$ cat src/rtl/pingpong_rd_sched.sv
// pingpong_rd_sched
// -----------------
// Read-side scheduler for a ping-pong pair of asynchronous FIFOs, living in
// the read clock domain. It drains the two FIFOs alternately in bursts of at
// most BURST words. It issues each FIFO's pop request and places the popped
// words on one registered valid/ready stream, tagged with the source FIFO.
//
// Ports
//   rclk, rrst              read clock, asynchronous active-high reset
//   ping_rempty/ping_rdata  ping FIFO read port (rdata follows the read address)
//   ping_r_req              ping FIFO pop request
//   pong_rempty/pong_rdata  pong FIFO read port
//   pong_r_req              pong FIFO pop request
//   out_data/out_src        registered output word and its source (0 ping, 1 pong)
//   out_valid/out_ready     output handshake
//   sel                     current state: 00 IDLE, 01 PING, 10 PONG
module pingpong_rd_sched #(
  parameter int DSIZE = 8,
  parameter int BURST = 4   // legal range 1..255
) (
  input  logic             rclk,
  input  logic             rrst,
  input  logic             ping_rempty,
  input  logic [DSIZE-1:0] ping_rdata,
  output logic             ping_r_req,
  input  logic             pong_rempty,
  input  logic [DSIZE-1:0] pong_rdata,
  output logic             pong_r_req,
  output logic [DSIZE-1:0] out_data,
  output logic             out_src,
  output logic             out_valid,
  input  logic             out_ready,
  output logic [1:0]       sel
);

  typedef enum logic [1:0] {
    ST_IDLE = 2'b00,
    ST_PING = 2'b01,
    ST_PONG = 2'b10
  } state_e;

  localparam logic [7:0] CNT_LAST = 8'(BURST - 1);

  state_e           state_q,     state_d;
  logic [7:0]       cnt_q,       cnt_d;
  logic             last_src_q,  last_src_d;
  logic [DSIZE-1:0] out_data_q,  out_data_d;
  logic             out_src_q,   out_src_d;
  logic             out_valid_q, out_valid_d;

  logic can_load;
  logic ping_pop;
  logic pong_pop;

  // The output register can take a word when it is empty or being drained.
  assign can_load = !out_valid_q || out_ready;

  // Requests only come from the active state and only toward a non-empty
  // FIFO; the rrst term keeps both low for the whole reset assertion.
  assign ping_pop = !rrst && (state_q == ST_PING) && can_load && !ping_rempty;
  assign pong_pop = !rrst && (state_q == ST_PONG) && can_load && !pong_rempty;

  assign ping_r_req = ping_pop;
  assign pong_r_req = pong_pop;

  always_comb begin
    // NOTE: every variable assigned here gets a default first with blocking
    // '=', so no path leaves a value unassigned and no latch is inferred.
    state_d     = state_q;
    cnt_d       = cnt_q;
    last_src_d  = last_src_q;
    out_data_d  = out_data_q;
    out_src_d   = out_src_q;
    out_valid_d = out_valid_q;

    unique case (state_q)
      ST_IDLE: begin
        if (!ping_rempty && !pong_rempty) begin
          // Contention: serve the FIFO that was not served last.
          state_d = last_src_q ? ST_PING : ST_PONG;
        end else if (!ping_rempty) begin
          state_d = ST_PING;
        end else if (!pong_rempty) begin
          state_d = ST_PONG;
        end
      end

      ST_PING: begin
        if (ping_pop) begin
          // Burst-done takes priority over an empty flag seen in the same cycle.
          if (cnt_q == CNT_LAST) begin
            state_d = pong_rempty ? ST_IDLE : ST_PONG;
          end else begin
            cnt_d = cnt_q + 8'd1;
          end
        end else if (ping_rempty) begin
          state_d = pong_rempty ? ST_IDLE : ST_PONG;
        end
        // Otherwise stalled on backpressure: hold state and count.
      end

      ST_PONG: begin
        if (pong_pop) begin
          if (cnt_q == CNT_LAST) begin
            state_d = ping_rempty ? ST_IDLE : ST_PING;
          end else begin
            cnt_d = cnt_q + 8'd1;
          end
        end else if (pong_rempty) begin
          state_d = ping_rempty ? ST_IDLE : ST_PING;
        end
      end

      default: state_d = ST_IDLE;
    endcase

    // Any state change starts a fresh burst; entering a service state
    // records which FIFO is being served for the next contention.
    if (state_d != state_q) begin
      cnt_d = '0;
      if (state_d == ST_PING) last_src_d = 1'b0;
      if (state_d == ST_PONG) last_src_d = 1'b1;
    end

    // Output register: load on a pop, otherwise empty it once accepted.
    if (ping_pop) begin
      out_data_d  = ping_rdata;
      out_src_d   = 1'b0;
      out_valid_d = 1'b1;
    end else if (pong_pop) begin
      out_data_d  = pong_rdata;
      out_src_d   = 1'b1;
      out_valid_d = 1'b1;
    end else if (out_ready) begin
      out_valid_d = 1'b0;
    end
  end

  // NOTE: state is updated only here with non-blocking '<=' so every flop
  // samples the pre-edge values of the others.
  always_ff @(posedge rclk or posedge rrst) begin
    if (rrst) begin
      state_q     <= ST_IDLE;
      cnt_q       <= '0;
      last_src_q  <= 1'b1;   // first contention after reset goes to ping
      out_data_q  <= '0;
      out_src_q   <= 1'b0;
      out_valid_q <= 1'b0;
    end else begin
      state_q     <= state_d;
      cnt_q       <= cnt_d;
      last_src_q  <= last_src_d;
      out_data_q  <= out_data_d;
      out_src_q   <= out_src_d;
      out_valid_q <= out_valid_d;
    end
  end

  assign out_data  = out_data_q;
  assign out_src   = out_src_q;
  assign out_valid = out_valid_q;
  assign sel       = state_q;

endmodule

$ cat config.mk
export PLATFORM = sky130hd
export DESIGN_NAME = pingpong_rd_sched
export DESIGN_NICKNAME = d
export VERILOG_FILES = /design/src/rtl/pingpong_rd_sched.sv
export SDC_FILE = /design/constraint.sdc
export NUM_CORES = 1
export LEC_CHECK = 0
export ABC_AREA = 1
export ABC_CLOCK_PERIOD_IN_PS = 3200
export CAP_MARGIN = 10
export CORE_ASPECT_RATIO = 1.75
export CORE_UTILIZATION = 30
export DETAILED_ROUTE_END_ITERATION = 8
export MAX_ROUTING_LAYER = met4
export SYNTH_ARGS = -nofsm -noshare
export SYNTH_HDL_FRONTEND = slang
export SYNTH_SLANG_ARGS = --single-unit
$ cat constraint.sdc
create_clock -name rclk -period 3.2 [get_ports rclk]
set_clock_uncertainty 0.2 [all_clocks]
set_input_delay 0.48 -clock rclk [delete_from_list [all_inputs] [get_ports rclk]]
set_output_delay 0.48 -clock rclk [all_outputs]
set_load 0.005 [all_outputs]
==> results by stage, run 1 <==
Die:
- The floorplan step defined a die boundary enclosing 4840 um2.
- The number of ports placed on the die boundary is 35.
- The floorplan has 32 rows.
- The height of the die is 91.3 um.
- After floorplanning, the core was sized to cover 4400 um2.
- The initial standard-cell utilization of the core is 0.311.
- The die is 53.0 um wide.

Setup path:
- The most common cell type on the critical path is inv_2.
- Traced cell by cell, the critical path runs through inv_1 -> ha_1 -> inv_2 -> nor2_4 -> inv_2 -> nor2_2 -> clkdlybuf4s50_1.
- STA classifies the critical path endpoint as an output port.
- Setup slack on the worst reg-to-reg path comes out at 0.79 ns.
- The category of the most critical setup path is reg -> out.
- Data arrives at the worst endpoint at 2.06 ns.
- On the worst path, the slowest cell contributes a delay of 0.53 ns.
- The cell count of the worst reg-to-reg path is 16.
- The launching element type of the critical path is a flop.
- The required time of the worst setup path is 2.52 ns.
- The total buffers and inverters traversed by the critical path is 4.
- The worst reg2reg path startpoint is sel[1].
- The cell class contributing the biggest share of worst-path delay is buffers and inverters.
- The slowest cell on the critical path is clkdlybuf4s50_1.
- The highest fanout seen on the critical path is 7.
- The reg-to-reg endpoint is last_src_q.

CTS:
- The TritonCTS clock tree is yes.
- The number of buffers inserted by hold repair at cts is 0.
- In this run, post-CTS repair resized a total of 0 instances.
- The library cell used as clock root buffer is clkbuf_8.
- Clock latency on the worst-skew pair, taken at its later pin, is 0.26 ns.
- The H-tree depth reported by CTS is 1.
- The clock tree buffer depth is 2.
- The post-CTS repair timing setup buffer count is 0.
- The number of clock sinks seen by CTS is 21.
- Buffers inserted during clock tree synthesis total 3.
- The clock-pin slew on the worst setup and hold paths is 0.08 ns.

Synth:
- The share of the yosys chip area belonging to registers is 0.385.
- The net count after synthesis is 206.
- The post-synthesis register bit count is 21.
- The count of mapped cells out of synthesis is 179.
- Yosys printed 0 warnings.
- The number of different library cells used by synthesis comes to 28.
- The synthesized area per cell is 7.64 um2.
- The synthesized netlist occupies a cell area of 1370 um2.

Power:
- For this design the static power due to leakage is 0.841 nW.
- VDD sags by at most 301 uV.
- The total power per unit cell area is 699 nW/um2.

Placed design:
- At the end of routability-driven placement, the weighted congestion stood at 0.856.
- The number of port buffers is 34.
- The wire-length estimate of the detail-placed layout is 2620 um.

Global routing:
- The wire length of the first global-routing pass is 5540 um.
- The global-route congestion overflow total is 0.
- For this run, the total global-route usage over all layers was measured as 0.157.
- The number of global-route vias before repair is 1,308.
- Entering global routing, the biggest net connects 20 pins.
- The number of antenna violations at the first check in global routing is 0.

Final layout:
- The layout-stage area growth over the synthesis result is 33.7%.
- The sequential cells in the finished layout cover a total of 527 um2.
- The number of inserted filler cells in the final layout is 465.
- The ratio of cells with drive above 1 in the final layout is 0.170.
- The total area of multi-input combinational cells is 723 um2.
- Measured on the finished design, the core utilization comes to 0.415.
- The final layout contains 246 nets.
- 0 antenna diodes ended up in the layout.

Run status:
- The flow ran to the end, and the final reports show no timing, DRC or antenna violations.

Detailed routing:
- The detail-routed via count per cell is 4.62.
- The count of nets left with antenna violations once routing finished came out at 0.
- The first detailed-routing pass took 4 iterations.
- In this run, the number of DRC markers left after iteration 0 of detailed routing was 16.
- For this run, design rule violations remaining after detail routing come to 0.
- The via total after detailed routing is 1,243.
- After detailed routing, the average wire length per cell comes to 12.1 um.
- The final wirelength is 3260 um.

STA:
- Of the available clock period, the critical path in the final layout requires 0.855.
- The post-route setup TNS is 0 ns.
- Static timing analysis puts the maximum clock frequency at 0.365 GHz.
- At the pin with the least slew margin, the transition time is 0.348 ns.
- The minimum clock period after layout is 2.74 ns.
- Setup repair after global routing left no endpoint under its margin.
- The final number of max-transition violations is 0.
- The final-report hold violation count is 0.
- The max-slew headroom at the worst pin is 0.768.
- The number of endpoints failing setup at the final stage is 0.

Min path:
- The path class of the tightest hold or removal check is in -> async.

Flow run:
- The tool flagged a number of max-cap violations equal to 0.
logic make-up after synthesis:
| kind of cell | count (synthesis) | share of synthesized area |
|---|---|---|
| AO/OA/AOI/OAI | 10 | 0.0430 |
| XOR/XNOR | 3 | 0.0192 |
| adder cells (fa/ha/maj) | 6 | 0.0549 |
| buffers and inverters | 29 | 0.0860 |
| flip-flops | 21 | 0.385 |
| AND/OR/NAND/NOR | 110 | 0.412 |
metrics by stage:
step	hold slack (ns)	std cells	power, mW	worst slack [ns]	cell area (um2)
detailed placement	0.261	265	1.12	0.579	1780
CTS	0.235	269	1.30	0.435	1830
finish	0.238	269	1.28	0.463	1830
global route	0.266	269	1.40	0.323	1830
floorplan	0.242	179	0.841	0.821	1370
global placement	0.259	265	1.11	0.597	1780
worst max path at each step:
stage / startpoint / depth (start not counted) / to
4_1_cts: sel[1] / 7 / ping_r_req
5_1_grt: sel[1] / 7 / ping_r_req
2_1_floorplan: rrst / 13 / last_src_q
3_3_place_gp: out_ready / 6 / ping_r_req
6_report: sel[1] / 7 / ping_r_req
3_5_place_dp: out_ready / 6 / ping_r_req
cells in the final DEF (no fill, tap or decap), drive strengths merged, types with 2 or more instances in the layout:
| cell type | count |
|---|---|
| inv | 26 |
| dfrtp | 20 |
| nor3 | 16 |
| nand3 | 18 |
| nand2 | 43 |
| ha | 6 |
| a21oi | 2 |
| o22ai | 2 |
| clkdlybuf4s50 | 34 |
| xor2 | 3 |
| nand4 | 3 |
| o21ai | 5 |
| clkbuf | 3 |
| buf | 4 |
| nor2 | 29 |
cell usage after synthesis:
cell type  number  area (um2)
nand2_1        34         128
nor2_1         23        86.3
inv_1          21        78.8
dfrtp_1        20         500
nand3_1        14        70.1
nor3_1         14        70.1
nand2_2         8        50.1
ha_1            6        75.1
inv_2           5        18.8
nand3_2         4        40.0
nor2_2          4        25.0
o21ai_0         3        15.0
xor2_1          3        26.3
nand4_1         2        12.5
nor2_4          2        22.5
nor3_2          2        20.0
o21ai_1         2        10.0
o22ai_1         2        12.5
a21oi_1         1        5.00
a21oi_2         1        8.76
buf_2           1        5.00
buf_6           1        11.3
clkbuf_1        1        3.75
dfstp_2         1        26.3
nand2_4         1        11.3
nand2b_1        1        6.26
nand4_4         1        21.3
o21a_1          1        7.51
flip-flops by register name, indices dropped and copies added, names as in the netlist:
name	flops
out_src	1
sel	2
out_data	8
out_valid	1
last_src_q	1
cnt_q	8
layout make-up:
class,count,area share
inverters,26,0.0534
clock buffers,3,0.0226
flip-flops and latches,21,0.288
multi-input cells,129,0.396
clock inverters,1,0.00274
well taps,51,0.0349
repair buffers,38,0.203
routing by layer:
layer  vias to the layer above  global-route usage  part of all wire
met3                         6              0.0151             0.024
met1                       565               0.139              0.37
met4                         0              0.0636             0.025
met5                         -                   -                 0
met2                        28               0.308              0.58
li1                        644                   -                 -
power breakdown:
part	switching (mW)	total [mW]	leakage (nW)	internal, mW
Combinational	0.367	0.689	0.555	0.322
Sequential	0.0612	0.411	0.260	0.350
Clock	0.0904	0.177	0.0255	0.0867
Total	0.519	1.28	0.841	0.759
(Power assumes the default switching activity.)
==> inputs of run 2 (changes only) <==
- REMOVE_ABC_BUFFERS: unset -> 1
- TNS_END_PERCENT: unset -> 1
==> run 2 against run 1 <==
Against the previous run: die area stayed put; cell count stayed put; setup slack worse by 0.13 ns; sequential share of layout area hardly changed; global-route usage is 0.30 points lower; wire length is 1.4% lower; critical endpoint unchanged.
==> results by stage, run 2 (synthesis results as in run 1) <==
Detailed routing:
- The via total after detailed routing is 1,251.
- The post-route DRC violation count is 0.
- The detail-routed net length per standard cell is 12.0 um.
- The count of nets left with antenna violations once routing finished came out at 0.
- The number of DRC violations after detailed-routing iteration 0 is 15.
- Using the TritonRoute via totals, the vias-per-cell ratio works out to 4.65.
- Wires add up to 3220 um.
- The number of iterations in the first detailed-routing pass is 4.

Power:
- Of the total power, combinational logic draws 0.536.
- The share of power burned in registers is 0.320.
- The worst-case vdd ir drop is 303 uV.
- The internal power of the cells totals 760 uW.
- The standby leakage power is 0.837 nW.
- The share of total power dissipated in the clock network is 0.144.
- The total net switching power is 529 uW.
- The total power per unit cell area is 704 nW/um2.
- Overall power consumption after layout is estimated at 1.29 mW.
- Of the total power, the share spent switching nets is 0.410.

Final layout:
- The net count of the finished layout is 246.
- In the layout the commonest cells are nand2_1 (34), clkdlybuf4s50_1 (34), nor2_1 (23), inv_1 (21), dfrtp_1 (20).
- The post-layout instance count excluding filler cells is 269.
- The ratio of cells with drive above 1 in the final layout is 0.170.
- The area growth from synthesis to layout is 33.9%.
- The antenna diode instance count is 0.

Die:
- In this run the standard cell core region covers 4400 um2.
- Measured along the x axis, the die boundary spans 53.0 um.
- The area of the die is 4840 um2.
- The number of ports placed on the die boundary is 35.
- The row count is 32.
- The initial utilization of the core area, before any placement, comes to 0.311.
- The height of the die is 91.3 um.

Setup path:
- Of all nets on the critical path, the largest fanout is 7.
- The cell count of the worst reg-to-reg path is 16.
- Across all register-to-register paths, the minimum setup slack is 0.67 ns.
- STA classifies the critical path endpoint as an output port.
- The data arrival time of the worst path is 2.19 ns.
- The reg-to-reg endpoint is last_src_q.
- STA classifies the critical path startpoint as a flop.
- The category of the most critical setup path is reg -> out.
- The required time of the worst setup path is 2.52 ns.
- In this run the critical register-to-register path is launched from sel[1].

CTS:
- The root buffer cell chosen for the clock tree is clkbuf_8.
- After clock tree synthesis, the clock-pin slew on the worst setup and hold paths is 0.08 ns.
- The number of clock sinks seen by CTS is 21.
- The post-CTS resize count is 0.
- TritonCTS built the clock tree.
- The number of buffers inserted by hold repair at cts is 0.
- CTS built an H-tree with a depth of 1.
- The clock insertion delay at the later pin of the skew report is 0.27 ns.
- In this run, CTS created clock tree buffers numbering 3.
- The clock tree buffer depth is 2.
- After clock tree synthesis, the setup repair step added 0 buffers.

Global routing:
- The global-route congestion overflow total is 0.
- For this run, the total global-route usage over all layers was measured as 0.154.
- Entering global routing, the biggest net connects 22 pins.
- The first global-routing pass estimated 5350 um of wire.
- The number of antenna violations at the first check in global routing is 0.
- The number of global-route vias before repair came to 1,221.

STA:
- For the pin with the worst max-slew slack, the measured transition is 0.328 ns.
- Of the available clock period, the critical path in the final layout requires 0.897.
- Setup violations remaining at the end of the flow were counted as 0.
- For this run, the top clock speed supported by timing is 0.348 GHz.
- The post-route setup TNS is 0 ns.
- The minimum clock period after layout is 2.87 ns.
- Setup repair after global routing left no endpoint under its margin.
- The final-report hold violation count was 0.
- The max-slew headroom at the worst pin is 0.781.
- The worst hold margin is 0.276 ns.
- The final number of max-transition violations is 0.

Placed design:
- The HPWL after detailed placement is 2600 um.
- The cell total after placement is 265.
- The weighted congestion reported at the end of routability-driven placement is 0.843.
- Input and output buffers added on the ports amount to 34.

Min path:
- The worst hold path was traced through 2 stages.
- The tightest min-delay check is of the reg -> reg type.
- The worst hold path terminates at last_src_q.
- The startpoint of the worst hold path is last_src_q.

Run status:
- The run finished with clean final reports.

Flow run:
- Max-cap violations in this run came to 0.
run 2: cell count changes in the layout (fill, tap and decap cells not counted), sizes merged:
cell	delta
clkinvlp	+1
clkinv	-1
run 2: cell type report:
class,instances,area (um2)
Clock buffer,3,41.3
Inverter,26,97.6
Multi-Input combinational cell,129,723
Fill cell,480,2570
Timing Repair Buffer,38,370
Sequential cell,21,527
Clock inverter,1,7.51
Tap cell,51,63.8
run 2: metal layers:
metal	vias to the layer above	track usage	part of all wire	wire, um
li1	642	-	-	-
met1	577	0.147	0.39	1250
met2	25	0.287	0.57	1830
met3	7	0.0184	0.021	68
met4	0	0.0680	0.022	72
met5	-	-	0	0
run 2: how the worst max path moves through the flow:
stage	start	endpoint	slack [ns]	depth (start not counted)
2_1_floorplan	rrst	last_src_q	0.62	12
3_3_place_gp	out_ready	ping_r_req	0.53	6
3_5_place_dp	out_ready	ping_r_req	0.49	6
4_1_cts	sel[1]	ping_r_req	0.32	7
5_1_grt	sel[1]	ping_r_req	0.23	7
6_report	sel[1]	ping_r_req	0.33	7
run 2: per-stage QoR:
step | setup WS (ns) | utilization | area [um2]
floorplan | 0.615 | - | 1350
global placement | 0.526 | 0.405 | 1780
detailed placement | 0.489 | 0.405 | 1780
CTS | 0.319 | 0.416 | 1830
global route | 0.232 | 0.416 | 1830
finish | 0.330 | 0.416 | 1830
run 2: power by group through the flow:
stage               clock network, mW  logic, mW  registers [mW]
finish                          0.185      0.691           0.413
global route                    0.203      0.781           0.425
CTS                             0.194      0.704           0.413
detailed placement                  0      0.702           0.419
global placement                    0      0.696           0.416
floorplan                           0      0.421           0.415
run 2: critical path: stages, from the launching register on:
cell and delay, ns:
dfrtp_1 0.47, inv_1 0.21, ha_1 0.24, inv_2 0.06, nor2_4 0.11, inv_2 0.04
nor2_2 0.24, clkdlybuf4s50_1 0.55
==> inputs of run 3 (changes only) <==
- ABC_AREA: 1 -> unset
==> run 3 against run 2 <==
Against the previous run: die area shrank 2.1%; critical path depth shrank 1; setup slack lost 0.18 ns; first-iteration DRC count is 130% higher; synthesized cell count is 16% lower; critical endpoint is now pong_r_req; largest cell class unchanged.
==> results by stage, run 3 <==
Setup path:
- The type of element capturing the critical path is an output port.
- For the worst setup path, the data required time is 2.52 ns.
- The category of the most critical setup path is reg -> out.
- The highest fanout seen on the critical path is 12.
- STA classifies the critical path startpoint as a flop.
- Data on the critical path arrives at its endpoint at 2.37 ns.

Final layout:
- The post-layout net count is 214.
- The layout has 423 filler cells.
- The library cells used most frequently in the layout, excluding fill and tap cells, are clkdlybuf4s50_1 (34), nand2_1 (22), dfrtp_1 (20), nor2_1 (13), o21ai_0 (11).
- Measured on the finished design, the core utilization comes to 0.433.
- The most common library cell in the layout ignoring fill and taps is clkdlybuf4s50_1.
- The post-layout instance count excluding filler cells is 235.
- The antenna diode instance count is 0.
- The ratio of cells with drive above 1 in the final layout is 0.0914.
- The area growth from synthesis to layout is 35.7%.

Synth:
- By count the netlist is led by nand2_1 (22), dfrtp_1 (20), nor2_1 (13).
- The share of the yosys chip area belonging to registers is 0.394.
- Summed over all instances, the cell type with the most area after synthesis is dfrtp_1.
- The Yosys warning count is 0.
- The number of enable-type register cells in the synthesized netlist is 0.
- The post-synthesis instance area is 1340 um2.
- The count of mapped cells out of synthesis is 151.
- After synthesis, the share of flip-flops with an asynchronous set or reset is 1.00.
- The most repeated cell in the gate-level netlist after synthesis is nand2_1.
- The synthesized area per cell is 8.86 um2.
- By area the synthesized netlist is led by dfrtp_1 (37%), nand2_1 (6.2%), mux2i_1 (6.0%), ha_1 (5.6%), o21ai_0 (4.1%).
- The number of library cell types mapped by synthesis is 40.
- The most used flip-flop cell after synthesis is dfrtp_1.
- The post-synthesis register bit count is 21.
- The share of Yosys cell area claimed by the top area cell type is 0.374.

Global routing:
- The number of antenna violations at the first check in global routing is 0.
- Across every metal layer, demand over resource in global routing totals 0.175.
- The number of global-route vias before repair is 1,423.
- The largest net degree at the start of global routing is 22.
- The wire length of the first global-routing pass is 6190 um.
- The global-route congestion overflow total is 0.

Die:
- The placeable core area is 4190 um2.
- For this configuration, the core starts out at a cell density of 0.319.
- For this design the top-level I/O count stands at 35.
- The floorplan has 31 rows.
- The height of the die is 90.3 um.
- The die extent in x is 52.5 um.
- The area of the die is 4740 um2.

Detailed routing:
- The number of DRC violations after detailed-routing iteration 0 is 35.
- For this block, the routed nets add up to 3540 um of wire.
- In the routed design, unresolved DRC markers number 0.
- Dividing the detail-routed wire length by the instance count gives 15.1 um.
- The via total after detailed routing is 1,265.
- The detail-routed via count per cell is 5.38.
- The remaining number of nets flagged by the antenna check after routing is 0.
- The number of iterations in the first detailed-routing pass is 4.

STA:
- The final-report hold violation count is 0.
- Setup repair after global routing left no endpoint under its margin.
- For the pin with the worst max-slew slack, the measured transition is 0.850 ns.
- Setup violations remaining at the end of the flow were counted as 0.
- After layout, the worst setup slack is 0.146 ns.
- The post-route setup TNS is 0 ns.
- The share of the clock period used by the worst path is 0.954.
- The final number of max-transition violations is 0.
- Across all hold checks on the routed design, the worst slack comes to 0.317 ns.
- The max-slew headroom at the worst pin is 0.433.
- The minimum clock period after layout is 3.05 ns.
- Static timing analysis puts the maximum clock frequency at 0.327 GHz.

CTS:
- CTS built an H-tree with a depth of 1.
- Clock-pin slew was measured on the worst setup and hold paths at 0.08 ns.
- The post-CTS repair timing setup buffer count is 0.
- CTS placed an instance of clkbuf_8 at the clock tree root.
- The TritonCTS clock tree is yes.
- The clock tree buffer depth is 2.
- The tree built by TritonCTS fans out to 21 sinks.
- The CTS buffer count is 3.
- At the later pin of the worst-skew pair, clock insertion delay measures 0.26 ns.
- The number of buffers inserted by hold repair at cts is 0.

Power:
- In this run the static leakage power is 0.725 nW.
- IR analysis of the VDD net gives a maximum drop of 314 uV.
- The total power per unit cell area is 734 nW/um2.

Flow run:
- The total of max-cap violations is 0.

Min path:
- The type of the tightest min-delay check is reg -> reg.

Placed design:
- The weighted congestion reported at the end of routability-driven placement is 0.800.
- The HPWL after detailed placement is 2730 um.
- At the placement stage, the worst setup path has a slack of 0.129 ns.
- The cell total after placement is 231.
- The number of port buffers is 34.

Run status:
- The flow ran to the end, and the final reports show no timing, DRC or antenna violations.
==> run 3: cell count changes in the layout (fill, tap and decap cells not counted), moves of 5 or more <==
cell / before / now
inv_1: 21 / 7
nand2_1: 34 / 22
nand3_1: 14 / 3
nor2_1: 23 / 13
nor3_1: 14 / 4
mux2i_1: 0 / 8
nand2_2: 8 / 0
o21ai_0: 3 / 11
inv_2: 5 / 0
==> run 3: path summary, 6_finish.rpt <==
path	from	end	slack [ns]	depth (start not counted)
worst min register to register	out_src	out_src	0.32	2
worst max-delay path	sel[0]	pong_r_req	0.15	6
min in group asynchronous	rrst	out_data[3]	0.65	2
worst min-delay path	out_src	out_src	0.32	2
max in group asynchronous	rrst	cnt_q[0]	1.62	2
worst max register to register	cnt_q[0]	last_src_q	0.29	7
==> run 3: timing repair <==
action | in CTS | in global routing
resized for setup | 0 | 2
setup endpoints to repair | 0 | 1
endpoints found under the hold margin | 0 | 0
==> run 3: worst max-delay path, cell delays in order, from the launching register on <==
cell and delay, ns:
dfrtp_1 0.46, inv_1 0.24, ha_1 0.32, nand2b_1 0.13, nor3_2 0.27, buf_12 0.19, clkdlybuf4s50_1 0.50
==> run 3: layer usage <==
layer  up-vias  part of all wire  track usage
met2        35              0.54        0.297
li1        613                 -            -
met5         -                 0            -
met1       601              0.38        0.183
met4         0             0.052        0.103
met3        16             0.031       0.0236
==> run 3: kinds of logic after synthesis <==
kind of cell / share of synthesized area
xor+xnor: 0.0458
mux: 0.0599
simple gates: 0.214
fa+ha+maj: 0.0561
flops: 0.394
compound gates: 0.190
buf+inv: 0.0402
==> run 3: area by class of cell <==
type	count	area, um2	share of cell area
Clock buffer	3	41.3	0.0227
Clock inverter	1	5.00	0.00276
Inverter	7	26.3	0.0145
Multi-Input combinational cell	116	772	0.425
Sequential cell	21	527	0.290
Tap cell	49	61.3	0.0338
Timing Repair Buffer	38	383	0.211
==> run 3: per-stage QoR <==
step	cell area, um2	power (mW)
3_3_place_gp	1760	1.15
5_1_grt	1820	1.44
6_report	1820	1.33
4_1_cts	1810	1.34
3_5_place_dp	1760	1.16
2_1_floorplan	1310	0.843
==> run 3: power by group <==
group / internal [mW] / total, mW / switching (mW)
logic: 0.359 / 0.733 / 0.374
clock network: 0.0868 / 0.176 / 0.0888
registers: 0.356 / 0.423 / 0.0677
